<file path="src/rtl/console_writer.sv">
// Writer side of the text display: places characters into the character buffer,
// tracks the text cursor and walks clear passes over one row or the whole screen.
module console_writer #(
  parameter int          COLS           = 40,
  parameter int          ROWS           = 30,
  parameter int          ADDR_W         = 11,
  parameter logic [11:0] CLR_CHAR_COLOR = 12'hFFF,
  parameter logic [11:0] CLR_BACK_COLOR = 12'h000
) (
  input  logic              pix_clk,
  input  logic              rst,
  input  logic              en,
  input  logic              in_valid,
  input  logic [6:0]        in_char,
  input  logic [11:0]       in_char_color,
  input  logic [11:0]       in_back_color,
  output logic              in_ready,
  output logic              wr_en,
  output logic [ADDR_W-1:0] wr_addr,
  output logic [30:0]       wr_data,
  output logic [5:0]        cursor_x,
  output logic [4:0]        cursor_y,
  output logic              busy
);

  typedef enum logic [1:0] {IDLE, CLR_ROW, CLR_ALL} state_t;

  // One extra bit so the counter can hold the cell count itself as its end marker.
  localparam int                CNT_W      = ADDR_W + 1;
  localparam logic [CNT_W-1:0]  ROW_CELLS  = CNT_W'(COLS);
  localparam logic [CNT_W-1:0]  ALL_CELLS  = CNT_W'(COLS * ROWS);
  localparam logic [5:0]        LAST_COL   = 6'(COLS - 1);
  localparam logic [4:0]        LAST_ROW   = 5'(ROWS - 1);
  localparam logic [ADDR_W-1:0] COLS_A     = ADDR_W'(COLS);
  localparam logic [30:0]       CLEAR_CELL = {7'h20, CLR_CHAR_COLOR, CLR_BACK_COLOR};

  state_t            state, state_next;
  logic [CNT_W-1:0]  cnt, cnt_next;
  logic [5:0]        cursor_x_next;
  logic [4:0]        cursor_y_next;
  logic              wr_en_next;
  logic [ADDR_W-1:0] wr_addr_next;
  logic [30:0]       wr_data_next;
  logic [4:0]        next_row;
  logic              accept;

  function automatic logic [ADDR_W-1:0] cell_addr(input logic [4:0] y,
                                                  input logic [ADDR_W-1:0] x);
    return ADDR_W'(y) * COLS_A + x;
  endfunction

  assign in_ready = (state == IDLE) && en && !rst;
  assign busy     = (state != IDLE);
  assign accept   = in_valid && in_ready;
  assign next_row = (cursor_y == LAST_ROW) ? 5'd0 : cursor_y + 5'd1;

  // NOTE: every variable gets a default before the case so no path leaves one unassigned, which would infer a latch.
  always_comb begin
    state_next    = state;
    cnt_next      = cnt;
    cursor_x_next = cursor_x;
    cursor_y_next = cursor_y;
    wr_en_next    = 1'b0;
    wr_addr_next  = wr_addr;
    wr_data_next  = wr_data;

    case (state)
      IDLE: begin
        if (accept) begin
          if (in_char >= 7'h20 && in_char <= 7'h7E) begin
            wr_en_next   = 1'b1;
            wr_addr_next = cell_addr(cursor_y, ADDR_W'(cursor_x));
            wr_data_next = {in_char, in_char_color, in_back_color};
            if (cursor_x == LAST_COL) begin
              cursor_x_next = 6'd0;
              cursor_y_next = next_row;
              state_next    = CLR_ROW;
              cnt_next      = '0;
            end else begin
              cursor_x_next = cursor_x + 6'd1;
            end
          end else begin
            case (in_char)
              7'h0A: begin
                cursor_x_next = 6'd0;
                cursor_y_next = next_row;
                state_next    = CLR_ROW;
                cnt_next      = '0;
              end
              7'h0D: cursor_x_next = 6'd0;
              7'h08: begin
                if (cursor_x != 6'd0) begin
                  cursor_x_next = cursor_x - 6'd1;
                  wr_en_next    = 1'b1;
                  wr_addr_next  = cell_addr(cursor_y, ADDR_W'(cursor_x - 6'd1));
                  wr_data_next  = CLEAR_CELL;
                end
              end
              7'h0C: begin
                // Cell 0 is written on the accepting edge, so the walk resumes at 1.
                cursor_x_next = 6'd0;
                cursor_y_next = 5'd0;
                state_next    = CLR_ALL;
                cnt_next      = CNT_W'(1);
                wr_en_next    = 1'b1;
                wr_addr_next  = '0;
                wr_data_next  = CLEAR_CELL;
              end
              default: ;
            endcase
          end
        end
      end

      CLR_ROW: begin
        if (cnt == ROW_CELLS) begin
          state_next = IDLE;
        end else begin
          wr_en_next   = 1'b1;
          wr_addr_next = cell_addr(cursor_y, ADDR_W'(cnt));
          wr_data_next = CLEAR_CELL;
          cnt_next     = cnt + CNT_W'(1);
        end
      end

      CLR_ALL: begin
        if (cnt == ALL_CELLS) begin
          state_next = IDLE;
        end else begin
          wr_en_next   = 1'b1;
          wr_addr_next = ADDR_W'(cnt);
          wr_data_next = CLEAR_CELL;
          cnt_next     = cnt + CNT_W'(1);
        end
      end

      default: state_next = IDLE;
    endcase
  end

  // NOTE: sequential state uses non-blocking assignments so every register samples pre-edge values.
  always_ff @(posedge pix_clk) begin
    if (rst) begin
      state    <= CLR_ALL;
      cnt      <= '0;
      cursor_x <= 6'd0;
      cursor_y <= 5'd0;
      wr_en    <= 1'b0;
      wr_addr  <= '0;
      wr_data  <= '0;
    end else begin
      state    <= state_next;
      cnt      <= cnt_next;
      cursor_x <= cursor_x_next;
      cursor_y <= cursor_y_next;
      wr_en    <= wr_en_next;
      wr_addr  <= wr_addr_next;
      wr_data  <= wr_data_next;
    end
  end

endmodule

</file>
<file path="config.mk">
export PLATFORM = sky130hd
export DESIGN_NAME = console_writer
export DESIGN_NICKNAME = d
export VERILOG_FILES = /design/src/rtl/console_writer.sv
export SDC_FILE = /design/constraint.sdc
export NUM_CORES = 1
export LEC_CHECK = 0
export ABC_AREA = 1
export BUFFER_PORTS_ARGS = -buffer_cell sky130_fd_sc_hd__buf_2
export CORE_MARGIN = 8
export CORE_UTILIZATION = 61
export DETAILED_ROUTE_END_ITERATION = 16
export PLACE_DENSITY = 0.87
export SLEW_MARGIN = 20
export SYNTH_ARGS = -nofsm -noshare
export SYNTH_HDL_FRONTEND = slang
export SYNTH_SLANG_ARGS = --single-unit
export TNS_END_PERCENT = 5
</file>
<file path="constraint.sdc">
create_clock -name pix_clk -period 4.86 [get_ports pix_clk]
set_input_delay 0.486 -clock pix_clk [delete_from_list [all_inputs] [get_ports pix_clk]]
set_output_delay 0.486 -clock pix_clk [all_outputs]
set_load 0.05 [all_outputs]
</file>
Word level (Yosys, flattened, before mapping)

Index checks and enable logic that the tools add are counted.

Output and inout bits: 56
Register bits: 68
Bits of input ports: 35

Eq/ne operators: 21
Reductions and logical operators: 17
$mul: 1
Magnitude comparators: 2
Muxes and demuxes: 43
Add/sub/neg operators: 8

Operators with widths:

| kind                    | number |
|---|---|
| $mux W31                | 5 |
| $pmux W31 S3            | 1 |
| $pmux W31 S2            | 1 |
| $mux W12                | 5 |
| $mux W11                | 5 |
| $pmux W12 S3            | 1 |
| $pmux W11 S3            | 1 |
| $eq A7 B4 Y1 const B    | 4 |
| $pmux W12 S2            | 1 |
| $add A11 B11 Y11        | 2 |
| $pmux W11 S2            | 1 |
| $mux W6                 | 3 |
| $mux W5                 | 3 |
| $add A12 B1 Y12 const B | 1 |
| $eq A12 B11 Y1 const B  | 1 |
| $eq A12 B6 Y1 const B   | 1 |
| $pmux W6 S2             | 1 |
| $reduce_and A6 Y1       | 2 |
| $add A11 B6 Y11         | 1 |
| $mux W2                 | 5 |
| $ne A2 B2 Y1 const B    | 5 |
| $pmux W5 S2             | 1 |
| $reduce_bool A3 Y1      | 3 |
| $mul A5 B3 Y8 const B   | 1 |
| other kinds (28)        | 37 |

Logic depth before layout (Yosys ltp)

Word-level depth: 7
Gate-level depth with buffers: 18

Least setup slack after synthesis

Ideal clock, no wire load.

Kind: register to register
Start: reg cursor_y[1]
End: reg wr_addr[9]
Stages on the path, launching flop included: 14
Setup slack: 1.517 ns
Path buffers: 0
Library setup time: 0.070 ns
Data arrival time: 3.273 ns
Clock period less this slack: 3.343 ns
Cells stage by stage: dfxtp_1 > ha_1 > ha_1 > fa_1 > or2_2 > and2_1 > ha_1 > nand2_1 > or2_2 > nand4_1 > nand2_1 > o21ai_0 > nand2_1 > a21oi_1

Word-level cells in the longest chain between the ends: 7
Elaborated cells between the ends (all ways): 10
Those cells by class: add/sub (3); mul (1); mux (6)

Ends and longest elaborated chain:

| item                   | RTL line | text |
|---|---|---|
| from (decl)            | 22       | `output logic [4:0] cursor_y,` |
| from (signal assigned) | 155      | `cursor_y <= cursor_y_next;` |
| $mul A5 B3 Y8 *        | 49       | `return ADDR_W'(y) * COLS_A + x;` |
| $add A11 B11 Y11       | 49       |  |
| $mux W11               | 92       | `if (cursor_x != 6'd0) begin` |
| $pmux W11 S2           | 83       | `case (in_char)` |
| $mux W11               | 70       | `if (in_char >= 7'h20 && in_char <= 7'h7E) begin` |
| $mux W11               | 69       | `if (accept) begin` |
| $pmux W11 S3 *         | 67       | `case (state)` |
| to (signal assigned)   | 157      | `wr_addr <= wr_addr_next;` |
| to (decl)              | 19       | `output logic [ADDR_W-1:0] wr_addr,` |

Mark *: on every way between the ends. The rest lies on a longest branch, timed or not. The select of a mux whose other input is x is not followed.
A chain may end at the register's enable or synchronous reset.

Final worst setup path

Same ends and word-level chain as after synthesis.

==> qor.txt <==
Status: completed
Clk sink count: 68
Largest stage delay on the critical path: 0.58 ns
Die ar.: 10900 um2
Die width: 104 um
Initial antenna violation count: 0
Vias in the first global route: 4979
Layout area overhead: 13.4%
Slowest cell on the critical path: dfxtp_1
Post-synth top area share: 28.7%
Via count: 5132
Ports: 91
Tmin final: 3.24 ns
Number of remaining DRC errors: 0
Setup TNS: 0 ns
Mapped Area: 4750 um2
Clock Skews: 0.0121 ns
Post-Syn Nets: 780
Pre-CTS setup slack: 1.61 ns
Routed vias/inst: 5.77
Estimated wirelength of the detail-placed design: 10600 um
Crit path cell chain: ha_1 -> ha_1 -> fa_1 -> or2_2 -> and2_1 -> ha_1 -> nand2_1 -> or2_2 -> nand4_1 -> nand2_1 -> o21ai_0 -> nand2_1 -> a21oi_1
CTS buffer count: 9
Largest net degree at the start of global routing: 47
RSZ-0062 raised after global routing: no
Setup crit end kind: flip-flop
Endpoints failing setup: 0
Worst skew pair latency: 0.35 ns
Fin area: 5390 um2
Synth warn: 0
TritonCTS clock tree: built
Final setup margin: 1.62 ns
Port Buf Inserts: 90
Pwr Total: 1.93 mW
Setup CP Type: reg -> reg
HP Class: in -> reg
Aggregate global routing overflow: 0
Share of layout cells above drive strength 1: 17.6%
FP Rows: 32
Max-slew violations: 0
Starting DRC count in detailed routing: 351
Antenna viol nets, final: 0
Area leader, netlist: dfxtp_1
Dpl cells: 875
Starting Density: 62.1%
Syn Inst Count: 707
CP top delay family: adder cells
First-pass GRT wire length: 23600 um
Leak: 2.59 nW
Total Wirelength: 14400 um
Synth Register Bits: 68
Final Wtd Congestion: 0.960
Final period util: 66.7%
Slew HR: 42.6%
Peak fanout along the critical path: 10
Post-synth cell types: 40
Worst VDD drop: 0.229 mV
Clock slew at reported path FFs: 0.07 ns
Wire per inst: 16.2 um
Placed Area: 5190 um2
Clock root cell: clkbuf_8
CP Launch Type: flip-flop
Max Clock Freq: 308 MHz
Worst Path Required: 5.14 ns
CTS Hold Bufs: 0
Drt first pass iters: 5
Syn Area/Cell: 6.72 um2
CP arrival: 3.52 ns
Deepest clock path buffer count: 2
Worst path buffer plus inverter count: 0
Gr usage total: 26.3%
Nets: 857
Antenna cells: 0
Post-CTS sizing: 0
Max_cap viols: 0
Top post-synthesis cells by area: dfxtp_1, nand2_1, ha_1, nand3_1, a21oi_1
Share of the yosys chip area belonging to registers: 28.7%
Die Y: 104 um
Least-Margin Pin Slew: 0.860 ns
Final Hold Viols: 0
Post-route insts no fill: 890
Post-CTS setup buffer count: 0
CTS H-tree depth: 3
PD cells: 359 nW/um2
CORE AREA: 7650 um2
[kinds of logic after synthesis]
group	Yosys count	synth area share, %
and+or+nand+nor	358	33.9
AOI/OAI and AO/OA	125	14.0
buffers and inverters	95	8.54
DFF	68	28.7
adders and majority gates	38	10.6
xor gates and xnor gates	23	4.24
[stage by stage]
| step | hold slack, ns | util, % |
|---|---|---|
| 3_3_place_gp | 0.449 | 67.9 |
| 4_1_cts | 0.340 | 70.4 |
| 6_report | 0.350 | 70.4 |
| 5_1_grt | 0.349 | 70.4 |
| 3_5_place_dp | 0.456 | 67.9 |
| 2_1_floorplan | 0.468 | - |
[final timing paths]
kind | from | end | slack (ns) | cells after the start
worst min register to register | wr_data[5]$_SDFFE_PP0P_ | wr_data[5]$_SDFFE_PP0P_ | 0.47 | 2
worst max register to register | cursor_y[1]$_SDFFE_PP0P_ | wr_addr[9]$_SDFFE_PP0P_ | 1.62 | 13
worst max-delay path | cursor_y[1]$_SDFFE_PP0P_ | wr_addr[9]$_SDFFE_PP0P_ | 1.62 | 13
worst min-delay path | in_char_color[7] | wr_data[19]$_SDFFE_PP0P_ | 0.35 | 3
[cell type report]
type,instances,area [um2]
multi-input combinational,544,2980
sequential,68,1360
fill,646,2260
clock inverter,4,50.0
inverter,70,265
clock buffer,11,141
timing repair buffer,91,458
tap,102,128
[state kept, by name (all words and copies together), names as in the netlist]
register,count
cursor_y,5
cnt,12
cursor_x,6
wr_en,1
wr_data,31
state,2
wr_addr,11
[synth_stat cells (all sizes together)]
master,n
dfxtp,68
buf,12
inv,69
nand3,65
ha,34
nor2,86
o21a,5
o2bb2ai,1
xor2,17
xnor2,6
o21ai,48
a21boi,1
a22o,1
clkinv,1
nand2b,1
o211ai,1
a31oi,1
a21o,1
o32ai,1
nand4,11
fa,4
a21oi,61
nor3,28
and2,1
nand2,161
clkbuf,13
or2,5
o22ai,4
[worst register-to-register path, stage by stage (launching register included)]
cell     delay [ns]
dfxtp_1        0.58
ha_1           0.31
ha_1           0.23
fa_1           0.38
or2_2          0.31
and2_1         0.19
ha_1           0.34
nand2_1        0.08
or2_2          0.31
nand4_1        0.07
nand2_1        0.05
o21ai_0        0.16
nand2_1        0.06
a21oi_1        0.11
[metal layers]
metal,track usage [%],routed length (um),vias up
met5,0,0,-
met4,10.7,350,0
met3,6.51,1090,37
met2,45.1,7070,225
met1,30.7,5910,2391
li1,-,-,2479
[where the power goes]
group	leakage, nW	total [mW]	switching (mW)	internal [mW]
Combinational	1.95	0.790	0.600	0.190
Sequential	0.555	0.676	0.0485	0.627
Clock	0.0914	0.468	0.220	0.247
[placed cells by master (no fill, tap or decap), drive strengths merged, types with 5 or more instances in the layout]
cell type | netlist | layout
nor2 | 86 | 86
buf | 12 | 91
nor3 | 28 | 28
clkbuf | 13 | 11
inv | 69 | 69
ha | 34 | 34
nand2 | 161 | 161
o21ai | 48 | 48
dfxtp | 68 | 68
or2 | 5 | 5
o21a | 5 | 5
xor2 | 17 | 17
nand4 | 11 | 11
nand3 | 65 | 65
xnor2 | 6 | 6
a21oi | 61 | 61
(Power assumes the default switching activity.)
